## src/rtl/baby_video_pkg.sv

```systemverilog
// Shared constants and types for the small-glyph video label blocks.
// The ACC label family uses a fixed 32x16 glyph split into two 16-column
// ROM halves that share one row/column address.
package baby_video_pkg;

  // Glyph geometry.
  localparam int GLYPH_W    = 32;
  localparam int GLYPH_H    = 16;
  localparam int GLYPH_HALF = 16;

  // Default raster coordinate widths.
  localparam int HPOS_W = 11;
  localparam int VPOS_W = 10;

  typedef logic [HPOS_W-1:0] hpos_t;
  typedef logic [VPOS_W-1:0] vpos_t;

  // Width of a pixel-replication sub-counter; never narrower than one bit
  // so SCALE=1 still gets a legal (constant zero) register.
  function automatic int sub_bits(input int scale);
    if (scale <= 1) begin
      return 1;
    end else begin
      return $clog2(scale);
    end
  endfunction

endpackage

```

## src/rtl/acc_label_scanner_if.sv

```systemverilog
// Glyph ROM bus: the scanner presents a row/column address and the ROM
// answers combinationally with the left-half and right-half pixel bits.
interface acc_label_scanner_if;

  logic [3:0] glyph_x;  // column within a half (col[3:0])
  logic [3:0] glyph_y;  // glyph row
  logic       pixell;   // bit for glyph columns 0..15
  logic       pixelr;   // bit for glyph columns 16..31

  // Scanner side drives the address and reads the pixels.
  modport master (
    output glyph_x,
    output glyph_y,
    input  pixell,
    input  pixelr
  );

  // ROM side decodes the address and returns the pixels.
  modport slave (
    input  glyph_x,
    input  glyph_y,
    output pixell,
    output pixelr
  );

endinterface

```

## src/rtl/label_axis_counter.sv

```systemverilog
// One axis of the label window tracker. A load restarts the walk at glyph
// index 0; each step advances a sub-pixel counter and, every SCALE steps,
// the glyph index. After the last replicated pixel of index LEN-1 the run
// flag drops and the index holds, so the index never wraps.
module label_axis_counter
  import baby_video_pkg::*;
#(
  parameter int SCALE = 2,
  parameter int LEN   = 32,
  parameter int IW    = $clog2(LEN)
) (
  input  logic          clk,
  input  logic          reset,
  input  logic          en,     // pixel-rate enable, everything holds when low
  input  logic          load,   // restart the walk (wins over everything)
  input  logic          step,   // advance one replicated pixel while running
  input  logic          clr,    // abort the walk, index holds
  output logic          run,
  output logic [IW-1:0] idx,
  output logic          last    // currently on the final replicated pixel
);

  localparam int SW = sub_bits(SCALE);
  localparam logic [SW-1:0] SUB_LAST = SW'(SCALE - 1);
  localparam logic [IW-1:0] IDX_LAST = IW'(LEN - 1);

  logic          run_q, run_d;
  logic [IW-1:0] idx_q, idx_d;
  logic [SW-1:0] sub_q, sub_d;
  logic          last_s;

  assign last_s = run_q && (idx_q == IDX_LAST) && (sub_q == SUB_LAST);

  // Next-state for the run flag, glyph index and replication sub-counter.
  always_comb begin
    run_d = run_q;
    idx_d = idx_q;
    sub_d = sub_q;
    if (en) begin
      if (load) begin
        run_d = 1'b1;
        idx_d = '0;
        sub_d = '0;
      end else if (clr) begin
        run_d = 1'b0;
      end else if (run_q && step) begin
        if (last_s) begin
          run_d = 1'b0;
        end else if (sub_q == SUB_LAST) begin
          sub_d = '0;
          idx_d = idx_q + IW'(1);
        end else begin
          sub_d = sub_q + SW'(1);
        end
      end else begin
        run_d = run_q;
      end
    end else begin
      run_d = run_q;
    end
  end

  // Axis state registers.
  always_ff @(posedge clk or posedge reset) begin
    if (reset) begin
      run_q <= 1'b0;
      idx_q <= '0;
      sub_q <= '0;
    end else begin
      run_q <= run_d;
      idx_q <= idx_d;
      sub_q <= sub_d;
    end
  end

  assign run  = run_q;
  assign idx  = idx_q;
  assign last = last_s;

endmodule

```

## src/rtl/acc_label_scanner.sv

```systemverilog
// Raster front end for the ACC label. Tracks the label window with two
// axis counters (no dividers), addresses the glyph ROM straight from the
// counter registers, and registers the selected ROM half together with
// two-beat delayed copies of active and the syncs for the colour mixer.
module acc_label_scanner
  import baby_video_pkg::*;
#(
  parameter int HW      = HPOS_W,
  parameter int VW      = VPOS_W,
  parameter int LABEL_X = 100,
  parameter int LABEL_Y = 40,
  parameter int SCALE   = 2
) (
  input  logic                      clk,
  input  logic                      reset,
  input  logic                      pix_en,
  input  logic [HW-1:0]             hpos,
  input  logic [VW-1:0]             vpos,
  input  logic                      active_in,
  input  logic                      hsync_in,
  input  logic                      vsync_in,
  acc_label_scanner_if.master       rom,
  output logic                      label_on,
  output logic                      active_out,
  output logic                      hsync_out,
  output logic                      vsync_out
);

  localparam logic [HW-1:0] LX = HW'(LABEL_X);
  localparam logic [VW-1:0] LY = VW'(LABEL_Y);
  localparam int COL_W  = $clog2(GLYPH_W);
  localparam int ROW_W  = $clog2(GLYPH_H);
  localparam int HALF_B = $clog2(GLYPH_HALF);

  // Axis control decoded from the incoming timing stream.
  logic h_load_s, h_clr_s;
  logic v_load_s, v_step_s;
  logic h_run_s, v_run_s;
  logic h_last_s, v_last_s;
  logic [COL_W-1:0] col_s;
  logic [ROW_W-1:0] row_s;

  // The horizontal walk starts on the first label column of a visible
  // line and is abandoned as soon as the visible area ends.
  assign h_load_s = (hpos == LX) && active_in;
  assign h_clr_s  = ~active_in;

  // The vertical walk advances once per line, on the line's first pixel.
  assign v_step_s = (hpos == '0);
  assign v_load_s = v_step_s && (vpos == LY);

  label_axis_counter #(
    .SCALE (SCALE),
    .LEN   (GLYPH_W)
  ) u_h_axis (
    .clk   (clk),
    .reset (reset),
    .en    (pix_en),
    .load  (h_load_s),
    .step  (1'b1),
    .clr   (h_clr_s),
    .run   (h_run_s),
    .idx   (col_s),
    .last  (h_last_s)
  );

  label_axis_counter #(
    .SCALE (SCALE),
    .LEN   (GLYPH_H)
  ) u_v_axis (
    .clk   (clk),
    .reset (reset),
    .en    (pix_en),
    .load  (v_load_s),
    .step  (v_step_s),
    .clr   (1'b0),
    .run   (v_run_s),
    .idx   (row_s),
    .last  (v_last_s)
  );

  // End-of-walk flags are not needed here; the run flags already encode them.
  logic unused_last_s;
  assign unused_last_s = h_last_s ^ v_last_s;

  // Stage A view of the label window, all taken from counter registers.
  logic in_win_s, half_s, rom_pix_s;
  assign in_win_s  = h_run_s & v_run_s;
  assign half_s    = col_s[HALF_B];
  assign rom_pix_s = half_s ? rom.pixelr : rom.pixell;

  assign rom.glyph_x = col_s[3:0];
  assign rom.glyph_y = row_s;

  // Delay-line flops: stage 1 aligns with the counters, stage 2 with label_on.
  logic act1_q, act1_d;
  logic hs1_q,  hs1_d;
  logic vs1_q,  vs1_d;
  logic act2_q, act2_d;
  logic hs2_q,  hs2_d;
  logic vs2_q,  vs2_d;
  logic label_q, label_d;

  // Next-state for the two-stage delay line and the lit-pixel register.
  always_comb begin
    act1_d  = act1_q;
    hs1_d   = hs1_q;
    vs1_d   = vs1_q;
    act2_d  = act2_q;
    hs2_d   = hs2_q;
    vs2_d   = vs2_q;
    label_d = label_q;
    if (pix_en) begin
      act1_d  = active_in;
      hs1_d   = hsync_in;
      vs1_d   = vsync_in;
      act2_d  = act1_q;
      hs2_d   = hs1_q;
      vs2_d   = vs1_q;
      label_d = in_win_s & act1_q & rom_pix_s;
    end else begin
      label_d = label_q;
    end
  end

  // Delay-line and output registers.
  always_ff @(posedge clk or posedge reset) begin
    if (reset) begin
      act1_q  <= 1'b0;
      hs1_q   <= 1'b0;
      vs1_q   <= 1'b0;
      act2_q  <= 1'b0;
      hs2_q   <= 1'b0;
      vs2_q   <= 1'b0;
      label_q <= 1'b0;
    end else begin
      act1_q  <= act1_d;
      hs1_q   <= hs1_d;
      vs1_q   <= vs1_d;
      act2_q  <= act2_d;
      hs2_q   <= hs2_d;
      vs2_q   <= vs2_d;
      label_q <= label_d;
    end
  end

  assign label_on   = label_q;
  assign active_out = act2_q;
  assign hsync_out  = hs2_q;
  assign vsync_out  = vs2_q;

endmodule

```

## src/flat_wrapper.sv

```systemverilog
// flat-port wrapper written by rule: the top's interface ports become plain ports
module acc_label_scanner_flat import baby_video_pkg::*;
#(
  parameter int HW      = HPOS_W,
  parameter int VW      = VPOS_W,
  parameter int LABEL_X = 100,
  parameter int LABEL_Y = 40,
  parameter int SCALE   = 2
)
  (clk, reset, pix_en, hpos, vpos, active_in, hsync_in, vsync_in, label_on, active_out, hsync_out, vsync_out, rom_glyph_x, rom_glyph_y, rom_pixell, rom_pixelr);
  acc_label_scanner_if rom_i ();
  input  logic clk;
  input  logic reset;
  input  logic pix_en;
  input  logic [HW-1:0] hpos;
  input  logic [VW-1:0] vpos;
  input  logic active_in;
  input  logic hsync_in;
  input  logic vsync_in;
  output logic label_on;
  output logic active_out;
  output logic hsync_out;
  output logic vsync_out;
  output wire logic [$bits(rom_i.glyph_x)-1:0] rom_glyph_x;
  output wire logic [$bits(rom_i.glyph_y)-1:0] rom_glyph_y;
  input wire logic [$bits(rom_i.pixell)-1:0] rom_pixell;
  input wire logic [$bits(rom_i.pixelr)-1:0] rom_pixelr;
  assign rom_glyph_x = rom_i.glyph_x;
  assign rom_glyph_y = rom_i.glyph_y;
  assign rom_i.pixell = rom_pixell;
  assign rom_i.pixelr = rom_pixelr;
  acc_label_scanner #(.HW(HW), .VW(VW), .LABEL_X(LABEL_X), .LABEL_Y(LABEL_Y), .SCALE(SCALE)) u_core (.clk(clk), .reset(reset), .pix_en(pix_en), .hpos(hpos), .vpos(vpos), .active_in(active_in), .hsync_in(hsync_in), .vsync_in(vsync_in), .rom(rom_i), .label_on(label_on), .active_out(active_out), .hsync_out(hsync_out), .vsync_out(vsync_out));
endmodule
```

## config.mk

```make
export PLATFORM = sky130hd
export DESIGN_NAME = acc_label_scanner_flat
export DESIGN_NICKNAME = d
export VERILOG_FILES = /design/src/rtl/baby_video_pkg.sv /design/src/rtl/acc_label_scanner_if.sv /design/src/rtl/label_axis_counter.sv /design/src/rtl/acc_label_scanner.sv /design/src/flat_wrapper.sv
export SDC_FILE = /design/constraint.sdc
export NUM_CORES = 1
export LEC_CHECK = 0
export ABC_AREA = 0
export CAP_MARGIN = 20
export CORE_MARGIN = 8
export CORE_UTILIZATION = 29
export CTS_CLUSTER_SIZE = 10
export DETAILED_ROUTE_END_ITERATION = 8
export GPL_TIMING_DRIVEN = 0
export SLEW_MARGIN = 20
export SYNTH_ARGS = -nofsm -noshare
export SYNTH_HDL_FRONTEND = slang
export SYNTH_HIERARCHICAL = 1
export SYNTH_SLANG_ARGS = --single-unit
```

## constraint.sdc

```tcl
create_clock -name clk -period 3.35 [get_ports clk]
set_clock_uncertainty 0.2 [all_clocks]
set_input_delay 0.335 -clock clk [delete_from_list [all_inputs] [get_ports clk]]
set_output_delay 0.335 -clock clk [all_outputs]
set_load 0.05 [all_outputs]
```

==> out/results.tsv, run 1 <==
stage	metric	value	unit
cts	tritoncts	yes	
critical_path	worstPathMaxFanout	8	
cts	cts.htree.levels	1	
detailed_routing	via_per_inst	5.14	
sta	fmax	382	MHz
critical_path	worstPathRequired	3.35	ns
place	dp_hpwl	2.56	mm
status	status	complete, no violations	
final_layout	stdcell_count	221	
power_and_ir_drop	p_leak	0.000766	µW
floorplanning	start_util	30.4	%
critical_path	worst_ep_arrival_time	2.62	ns
floorplanning	io_pins	41	
sta	worstMarginPinSlew	0.512	ns
grt	grt-ovfl-total	0	
cts	clk_pin_slew	0.08	ns
synthesis	syn_inst	124	
final_layout	diodes	0	
grt	grt_pass1_vias	1158	
detailed_routing	routed_wl	3.25	mm
detailed_routing	drc	0	
critical_path	critPathKind	input port to register	
job	max_cap_violations	0	
sta	grt_setup_unrepaired	false	
detailed_routing	wl_per_cell	14.7	µm
place	place_area	1700	µm²
floorplanning	die_area	6560	µm²
critical_path	critical-path-slowest-cell	or4_4	
cts	cts-root-buf	clkbuf_8	
sta	drv_slew	0	
sta	setup_viol	0	
hold_path	worstHoldPathType	input port to asynchronous set/reset pin	
cts	clk_latency	0.27	ns
floorplanning	rows	23	
sta	tns	0	ns
sta	period_needed	2.62	ns
cts	postCtsSetupBuffers	0	
critical_path	cpPeakStageDelay	0.56	ns
final_layout	multiInputGateArea	642	µm²
detailed_routing	vias	1136	
cts	cts_max_path_buffers	2	
sta	fin_crit_sh	78.2	%
floorplanning	fp.dieH	81.0	µm
final_layout	drive_gt1_share	12.9	%
place	place_inst	217	
sta	max_slew_margin	65.8	%
power_and_ir_drop	p_per_area	404	nW/µm²
critical_path	crit_buf_inv	1	
synthesis	synth_warnings	6	
detailed_routing	first_pass_iters	6	
grt	grt_pass1_wl	5.66	mm
final_layout	seq_area	500	µm²
synthesis	syn_area	1220	µm²
place	gp_congestion	0.747	
final_layout	syn2layout_area_growth	44.5	%
critical_path	worstSetupStartpointType	input port	
place	numPortBuffers	40	
critical_path	cp_top_family	simple AND/OR/NAND/NOR gates	
detailed_routing	ant_nets	0	
final_layout	nNetsFinal	204	
floorplanning	core	4030	µm²
cts	cts_hold_repair.buffers	0	
final_layout	n_fill_cell	402	
cts	cts_sinks	20	
grt	grt_max_degree	13	
cts	numCtsBuffers	3	
synthesis	syn_area_per_cell	9.88	µm²
critical_path	end_kind	register	
floorplanning	die-width	81.0	µm
grt	antenna_found_initial	0	
critical_path	crit_chain	clkdlybuf4s50_1, or4_4, nor4_4, nand4b_2, or4_1, nand3_1	
final_layout	final_area	1770	µm²
grt	groute.usage.overall	10.8	%
cts	cts_resized	0	
sta	hold_violations	0	
power_and_ir_drop	ir_drop	443	µV
detailed_routing	drt_iter0_drc	81	
[cell usage in the layout, fill, tap and decap left out, drive strengths merged, types with 2 or more instances in the layout]
master / count
clkdlybuf4s50: 40
dfrtp: 20
inv: 12
nand2b: 9
mux2: 6
nand3: 6
o311ai: 6
nand4: 5
conb: 5
clkbuf: 5
buf: 5
and3: 4
nor2b: 4
or4: 4
nor2: 3
a21oi: 3
ha: 3
nand2: 3
o21ai: 3
or3: 2
a22o: 2
a311o: 2
o211ai: 2
nor4: 2
[state kept, by name, summed over array words and instances, names as in the netlist]
name / flops
u_core/act1_q: 1
u_core/active_out: 1
u_core/hs1_q: 1
u_core/hsync_out: 1
u_core/label_on: 1
u_core/u_h_axis/idx: 5
u_core/u_h_axis/run: 1
u_core/u_h_axis/sub_q: 1
u_core/u_v_axis/idx: 4
u_core/u_v_axis/run: 1
u_core/u_v_axis/sub_q: 1
u_core/vs1_q: 1
u_core/vsync_out: 1
[stage by stage]
step           total power (µW)  util (%)  setup slack [ns]  hold slack [ns]
6_report                    715      43.9             0.731            0.163
5_1_grt                     757      43.9             0.619            0.212
4_1_cts                     730      43.9             0.734            0.157
3_5_place_dp                477      42.2             0.458            0.295
3_3_place_gp                468      42.2             0.480            0.283
2_1_floorplan               396         -              1.07          -0.0740
[path summary, 6_finish.rpt]
| check | start | endpoint | slack (ns) | depth (start not counted) |
|---|---|---|---|---|
| min in group clk | u_core/vsync_out$_DFFE_PP0P_ | u_core/vsync_out$_DFFE_PP0P_ | 0.31 | 1 |
| hold / removal | reset | u_core/u_v_axis/idx[2]$_DFFE_PP0P_ | 0.16 | 2 |
| setup reg to reg | u_core/u_h_axis/idx[0]$_DFFE_PP0P_ | u_core/u_h_axis/idx[2]$_DFFE_PP0P_ | 1.32 | 7 |
| hold reg to reg | u_core/vsync_out$_DFFE_PP0P_ | u_core/vsync_out$_DFFE_PP0P_ | 0.31 | 1 |
| max in group asynchronous | reset | u_core/u_h_axis/idx[4]$_DFFE_PP0P_ | 2.52 | 2 |
| setup / recovery | hpos[7] | u_core/u_v_axis/idx[3]$_DFFE_PP0P_ | 0.73 | 6 |
[per-layer routing]
| layer | routed length, µm | GRT usage (%) | vias to the layer above | share of wire, % |
|---|---|---|---|---|
| li1 | - | - | 547 | - |
| met1 | 1390 | 12.8 | 550 | 43 |
| met3 | 224 | 4.64 | 5 | 6.9 |
| met2 | 1610 | 17.7 | 34 | 50 |
| met4 | 24 | 2.14 | 0 | 0.74 |
| met5 | 0 | 0 | - | 0 |
[layout make-up]
cell class / count / area share, %
inverters: 12 / 2.54
repair buffers: 40 / 22.6
multi-input cells: 88 / 36.3
clock inverters: 1 / 1.70
well taps: 50 / 3.53
clock buffers: 3 / 2.33
flip-flops and latches: 20 / 28.3
plain buffers: 7 / 2.76
[report_power, final]
group          switching (µW)  total, µW  internal, µW
Combinational            96.3        186          89.2
Sequential               20.5        284           263
Clock                    86.6        246           160
[worst register-to-register path: cells and delay by family, from the launching register on]
kind / cells / cell delay, ns
adder cells (fa/ha/maj): 2 / 0.44
AO/OA/AOI/OAI: 2 / 0.41
buffers and inverters: 1 / 0.16
flip-flops: 1 / 0.44
AND/OR/NAND/NOR: 2 / 0.26
No activity file was read; power rests on OpenSTA's default activity.
==> run 2, diff against run 1 <==
==> constraint.sdc (replaced) <==
create_clock -name clk -period 2.6 [get_ports clk]
set_clock_uncertainty 0.2 [all_clocks]
set_input_delay 0.26 -clock clk [delete_from_list [all_inputs] [get_ports clk]]
set_output_delay 0.26 -clock clk [all_outputs]
set_load 0.05 [all_outputs]
==> run 2 against run 1 <==
Sequential share of layout area fell by 0.14 points; global-route usage did not move; non-clock buffer count did not move; critical path type unchanged.
==> out/results.tsv, run 2 (same netlist as run 1, synthesis figures left out) <==
stage	metric	value	unit	change
power_and_ir_drop	p_leak	0.000775	µW	+1.2%
sta	drv_slew	0		unchanged
sta	fin_crit_sh	95.9	%	
place	gp_congestion	0.747		unchanged
floorplanning	io_pins	41		unchanged
detailed_routing	wl_per_cell	14.9	µm	+1.2%
place	numPortBuffers	40		unchanged
floorplanning	die_area	6560	µm²	unchanged
detailed_routing	ant_nets	0		unchanged
grt	antenna_found_initial	0		unchanged
cts	cts_max_path_buffers	2		unchanged
place	dp_hpwl	2.56	mm	unchanged
final_layout	largest_register_ffs	5		unchanged
critical_path	critPathCapture	u_core/u_v_axis/idx[3]$_DFFE_PP0P_		
grt	grt_pass1_wl	5.66	mm	unchanged
sta	setup_viol	0		unchanged
critical_path	rr_worst_depth	7		unchanged
detailed_routing	drc	0		unchanged
floorplanning	start_util	30.4	%	unchanged
final_layout	diodes	0		unchanged
detailed_routing	routed_wl	3.29	mm	+1.2%
final_layout	nNetsFinal	204		unchanged
critical_path	r2r_end	u_core/u_h_axis/idx[2]$_DFFE_PP0P_		
final_layout	syn2layout_area_growth	45.3	%	
status	status	complete, no violations		
final_layout	mostFrequentLayoutCell	clkdlybuf4s50_1		
critical_path	worst_ep_arrival_time	2.49	ns	-0.13 ns
place	pre_cts_slack	-0.217	ns	-0.675 ns
detailed_routing	via_per_inst	5.19		+0.97%
sta	worstMarginPinSlew	0.512	ns	-0.000000477 ns
final_layout	mostFrequentLayoutCells	40 x clkdlybuf4s50_1, 20 x dfrtp_1, 12 x inv_1, 9 x nand2b_1		
cts	tritoncts	yes		
floorplanning	rows	23		unchanged
grt	groute.usage.overall	10.8	%	unchanged
detailed_routing	drt_iter0_drc	82		+1.2%
cts	cts.htree.levels	1		unchanged
floorplanning	core	4030	µm²	unchanged
critical_path	r2r_start	u_core/u_h_axis/idx[0]$_DFFE_PP0P_		
floorplanning	fp.dieH	81.0	µm	unchanged
critical_path	cp-startpoint	hpos[7]		
hold_path	worstHoldPathType	input port to asynchronous set/reset pin		
sta	hold_violations	0		unchanged
final_layout	fin_util	44.2	%	+0.22 points
cts	clk_pin_slew	0.08	ns	about the same
sta	setup_ws	0.108	ns	-0.623 ns
power_and_ir_drop	p_per_area	520	nW/µm²	+29%
cts	postCtsSetupBuffers	0		unchanged
grt	grt_pass1_vias	1158		unchanged
floorplanning	die-width	81.0	µm	unchanged
cts	cts_sinks	20		unchanged
sta	tns	0	ns	unchanged
cts	cts-root-buf	clkbuf_8		
sta	fmax	401	MHz	
final_layout	n_fill_cell	401		-0.25%
grt	grt-ovfl-total	0		unchanged
critical_path	worstPathRequired	2.60	ns	-0.75 ns
final_layout	multiInputGateArea	651	µm²	+1.4%
critical_path	end_kind	register		
power_and_ir_drop	fin_total_pwr	924	µW	+29%
critical_path	worstSetupStartpointType	input port		
detailed_routing	first_pass_iters	4		-2
cts	clk_latency	0.27	ns	about the same
sta	hold_slack	0.0853	ns	-0.0774 ns
critical_path	worstPathMaxFanout	8		unchanged
power_and_ir_drop	ir_drop	569	µV	+29%
final_layout	seq_area	500	µm²	unchanged
job	max_cap_violations	0		unchanged
sta	period_needed	2.49	ns	
critical_path	critPathKind	input port to register		
grt	grt_max_degree	13		unchanged
cts	numCtsBuffers	3		unchanged
final_layout	drive_gt1_share	12.9	%	unchanged
sta	max_slew_margin	65.8	%	unchanged
critical_path	rrSetupSlack	0.57	ns	-0.75 ns
detailed_routing	vias	1147		+0.97%
==> run 2: cell counts in the layout (fill, tap and decap cells not counted) <==
Identical to the previous run, type by type.
==> run 2: worst min path at each step <==
stage	startpoint	end	slack (ns)	depth (start not counted)
4_1_cts	reset	u_core/u_v_axis/idx[2]$_DFFE_PP0P_	0.08	2
3_5_place_dp	u_core/active_out$_DFFE_PP0P_	u_core/active_out$_DFFE_PP0P_	0.29	1
3_3_place_gp	u_core/vs1_q$_DFFE_PP0P_	u_core/vsync_out$_DFFE_PP0P_	0.28	1
2_1_floorplan	reset	u_core/u_v_axis/idx[0]$_DFFE_PP0P_	-0.15	1
5_1_grt	reset	u_core/u_v_axis/idx[2]$_DFFE_PP0P_	0.14	2
6_report	reset	u_core/u_v_axis/idx[2]$_DFFE_PP0P_	0.09	2
==> run 2: repair_timing <==
action	in CTS	in global routing
endpoints found under the setup margin	0	2
resized for setup	0	1
hold buffers	0	0
==> run 2: per-layer routing <==
metal	GRT usage (%)	up-vias	wire length (µm)
met5	0	-	0
met4	2.14	0	25
met3	4.64	5	247
met1	12.8	552	1390
met2	17.7	42	1620
li1	-	548	-
==> run 2: layout make-up <==
cell class                 instances  area share, %
tap                               50           3.52
inverter                          12           2.53
clock inverter                     1           1.69
buffer                             7           2.74
timing repair buffer              40           22.5
sequential                        20           28.1
clock buffer                       3           2.32
multi-input combinational         88           36.6
==> run 2: metrics by stage <==
stage          area [µm²]  cells
2_1_floorplan        1240    127
3_3_place_gp         1700    217
3_5_place_dp         1700    217
4_1_cts              1770    221
5_1_grt              1780    221
6_report             1780    221
==> run 2: critical path, stage by stage <==
cell,delay [ns]
clkdlybuf4s50_1,0.41
or4_4,0.56
nor4_4,0.42
nand4b_4,0.22
or4_1,0.53
nand3_1,0.09
==> run 2: report_power, final <==
| group | internal (µW) | switching [µW] |
|---|---|---|
| logic | 115 | 124 |
| registers | 339 | 27.0 |
| clock network | 206 | 113 |
| total | 660 | 264 |
==> run 3, diff against run 2 <==
--- a/config.mk
+++ b/config.mk
@@ -6,13 +6,14 @@
 export NUM_CORES = 1
 export LEC_CHECK = 0
 export ABC_AREA = 0
+export ABC_CLOCK_PERIOD_IN_PS = 2600
 export CAP_MARGIN = 20
+export CORE_ASPECT_RATIO = 1.25
 export CORE_MARGIN = 8
 export CORE_UTILIZATION = 29
 export CTS_CLUSTER_SIZE = 10
 export DETAILED_ROUTE_END_ITERATION = 8
 export GPL_TIMING_DRIVEN = 0
-export SLEW_MARGIN = 20
 export SYNTH_ARGS = -nofsm -noshare
 export SYNTH_HDL_FRONTEND = slang
 export SYNTH_HIERARCHICAL = 1
==> run 3 against run 2 <==
Worst hold slack worse by 0.0082 ns; clock power fell by 2%; sequential cell count unchanged; largest power group unchanged.
==> out/results.tsv, run 3 (same netlist as run 1, synthesis figures left out) <==
stage	metric	value	unit	change
floorplanning	fp.dieH	88.7	µm	+9.5%
final_layout	mostFrequentLayoutCell	clkdlybuf4s50_1		
sta	setup_viol	0		unchanged
power_and_ir_drop	p_per_area	517	nW/µm²	-0.46%
critical_path	end_kind	register		
floorplanning	rows	26		+13%
final_layout	nNetsFinal	204		unchanged
floorplanning	die_area	6570	µm²	+0.20%
critical_path	cp_top_family	simple AND/OR/NAND/NOR gates		
grt	grt_max_degree	13		unchanged
final_layout	syn2layout_area_growth	45.1	%	about the same
critical_path	worstPathMaxFanout	8		unchanged
cts	cts_hold_repair.buffers	0		unchanged
critical_path	worstPathRequired	2.58	ns	-0.02 ns
grt	grt_pass1_vias	1175		+1.5%
sta	setup_ws	0.0763	ns	-0.0313 ns
grt	grt-ovfl-total	0		unchanged
power_and_ir_drop	p_leak	0.000766	µW	-1.2%
critical_path	rrSetupSlack	0.59	ns	+0.02 ns
critical_path	r2r_start	u_core/u_h_axis/idx[0]$_DFFE_PP0P_		
detailed_routing	drc	0		unchanged
final_layout	diodes	0		unchanged
critical_path	crit_chain	clkdlybuf4s50_1, or4_4, nor4_4, nand4b_2, or4_1, o211ai_1		
final_layout	largest_register_ffs	5		unchanged
cts	cts_max_path_buffers	2		unchanged
sta	period_needed	2.52	ns	+0.0313 ns
cts	postCtsSetupBuffers	0		unchanged
cts	clk_latency	0.26	ns	about the same
place	gp_congestion	0.807		+8.0%
sta	hold_violations	0		unchanged
grt	antenna_found_initial	0		unchanged
grt	grt_pass1_wl	5.33	mm	-5.8%
final_layout	fin_util	43.7	%	-0.44 points
final_layout	drive_gt1_share	12.9	%	unchanged
critical_path	cpPeakStageDelay	0.55	ns	about the same
detailed_routing	drt_iter0_drc	45		-45%
critical_path	crit_buf_inv	1		unchanged
detailed_routing	ant_nets	0		unchanged
place	pre_cts_slack	-0.204	ns	+0.0129 ns
critical_path	critPathKind	input port to register		
detailed_routing	wl_per_cell	14.0	µm	-5.9%
critical_path	worstSetupStartpointType	input port		
sta	grt_setup_unrepaired	false		
cts	cts_sinks	20		unchanged
hold_path	worstHoldPathType	input port to asynchronous set/reset pin		
place	numPortBuffers	40		unchanged
power_and_ir_drop	ir_drop	313	µV	-45%
place	place_inst	223		+2.8%
floorplanning	core	4070	µm²	+0.93%
place	dp_hpwl	2.56	mm	-0.16%
job	max_cap_violations	0		unchanged
sta	worstMarginPinSlew	0.515	ns	+0.00268 ns
detailed_routing	routed_wl	3.18	mm	-3.3%
critical_path	critical-path-slowest-cell	or4_4		
cts	clk_pin_slew	0.08	ns	about the same
status	status	complete, no violations		
critical_path	worst_ep_arrival_time	2.50	ns	about the same
detailed_routing	first_pass_iters	4		unchanged
cts	tritoncts	yes		
detailed_routing	via_per_inst	4.98		-4.0%
sta	drv_slew	0		unchanged
critical_path	cp.depth	6		unchanged
cts	cts.htree.levels	1		unchanged
sta	fin_crit_sh	97.1	%	+1.2 points
detailed_routing	vias	1131		-1.4%
final_layout	stdcell_count	227		+2.7%
final_layout	mostFrequentLayoutCells	40 x clkdlybuf4s50_1, 20 x dfrtp_1, 12 x inv_1, 9 x nand2b_1		
sta	tns	0	ns	unchanged
cts	cts_resized	0		unchanged
floorplanning	start_util	30.1	%	-0.28 points
grt	groute.usage.overall	10.1	%	-0.64 points
cts	cts-root-buf	clkbuf_8		
critical_path	rr_worst_depth	7		unchanged
sta	fmax	396	MHz	-1.2%
cts	numCtsBuffers	3		unchanged
critical_path	r2r_end	u_core/u_h_axis/idx[2]$_DFFE_PP0P_		
final_layout	n_fill_cell	402		+0.25%
floorplanning	die-width	74.1	µm	-8.5%
floorplanning	io_pins	41		unchanged
sta	max_slew_margin	65.6	%	-0.18 points
==> run 3: cell counts in the layout (fill, tap and decap cells not counted) <==
No cell type changed its count.
==> run 3: where the power goes <==
part           internal, µW  switching [µW]
clock                   205             107
sequential              339            29.1
combinational           116             124
total                   660             260
==> run 3: through the flow <==
step	power (µW)	hold WS (ns)	instance area, µm²
2_1_floorplan	510	-0.149	1240
3_3_place_gp	607	0.284	1710
5_1_grt	968	0.113	1780
3_5_place_dp	616	0.295	1710
6_report	920	0.0772	1780
4_1_cts	929	0.0820	1780
==> run 3: cell type report <==
cell class,count,area (µm²),area share [%]
Multi-Input combinational cell,88,642,36.1
Sequential cell,20,500,28.1
Timing Repair Buffer,40,400,22.5
Tap cell,56,70.1,3.94
Buffer,7,48.8,2.74
Inverter,12,45.0,2.53
Clock buffer,3,41.3,2.32
Clock inverter,1,30.0,1.69
==> run 3: worst max path at each step <==
stage	from	end	slack, ns
floorplan	hpos[7]	u_core/u_v_axis/idx[3]$_DFFE_PP0P_	0.40
detailed placement	hpos[7]	u_core/u_v_axis/idx[0]$_DFFE_PP0P_	-0.20
finish	hpos[7]	u_core/u_v_axis/idx[0]$_DFFE_PP0P_	0.08
CTS	hpos[7]	u_core/u_v_axis/idx[0]$_DFFE_PP0P_	0.06
global placement	hpos[7]	u_core/u_v_axis/idx[3]$_DFFE_PP0P_	-0.16
global route	hpos[7]	u_core/u_v_axis/idx[3]$_DFFE_PP0P_	0.005
==> run 3: worst register-to-register path, stage by stage (launching register included) <==
cell and delay [ns]:
dfrtp_1 0.42, ha_1 0.24, and3_1 0.16, ha_1 0.21, nor2b_1 0.11, buf_4 0.15, a311oi_1 0.10, a311o_1 0.32
==> run 3: metal layers <==
layer / wire length [µm] / up-vias / global-route usage (%) / share of wire, %
li1: - / 546 / - / -
met1: 1320 / 547 / 11.4 / 41
met2: 1650 / 36 / 17.9 / 52
met3: 204 / 2 / 3.17 / 6.4
met4: 6 / 0 / 2.19 / 0.19
met5: 0 / - / 0 / 0
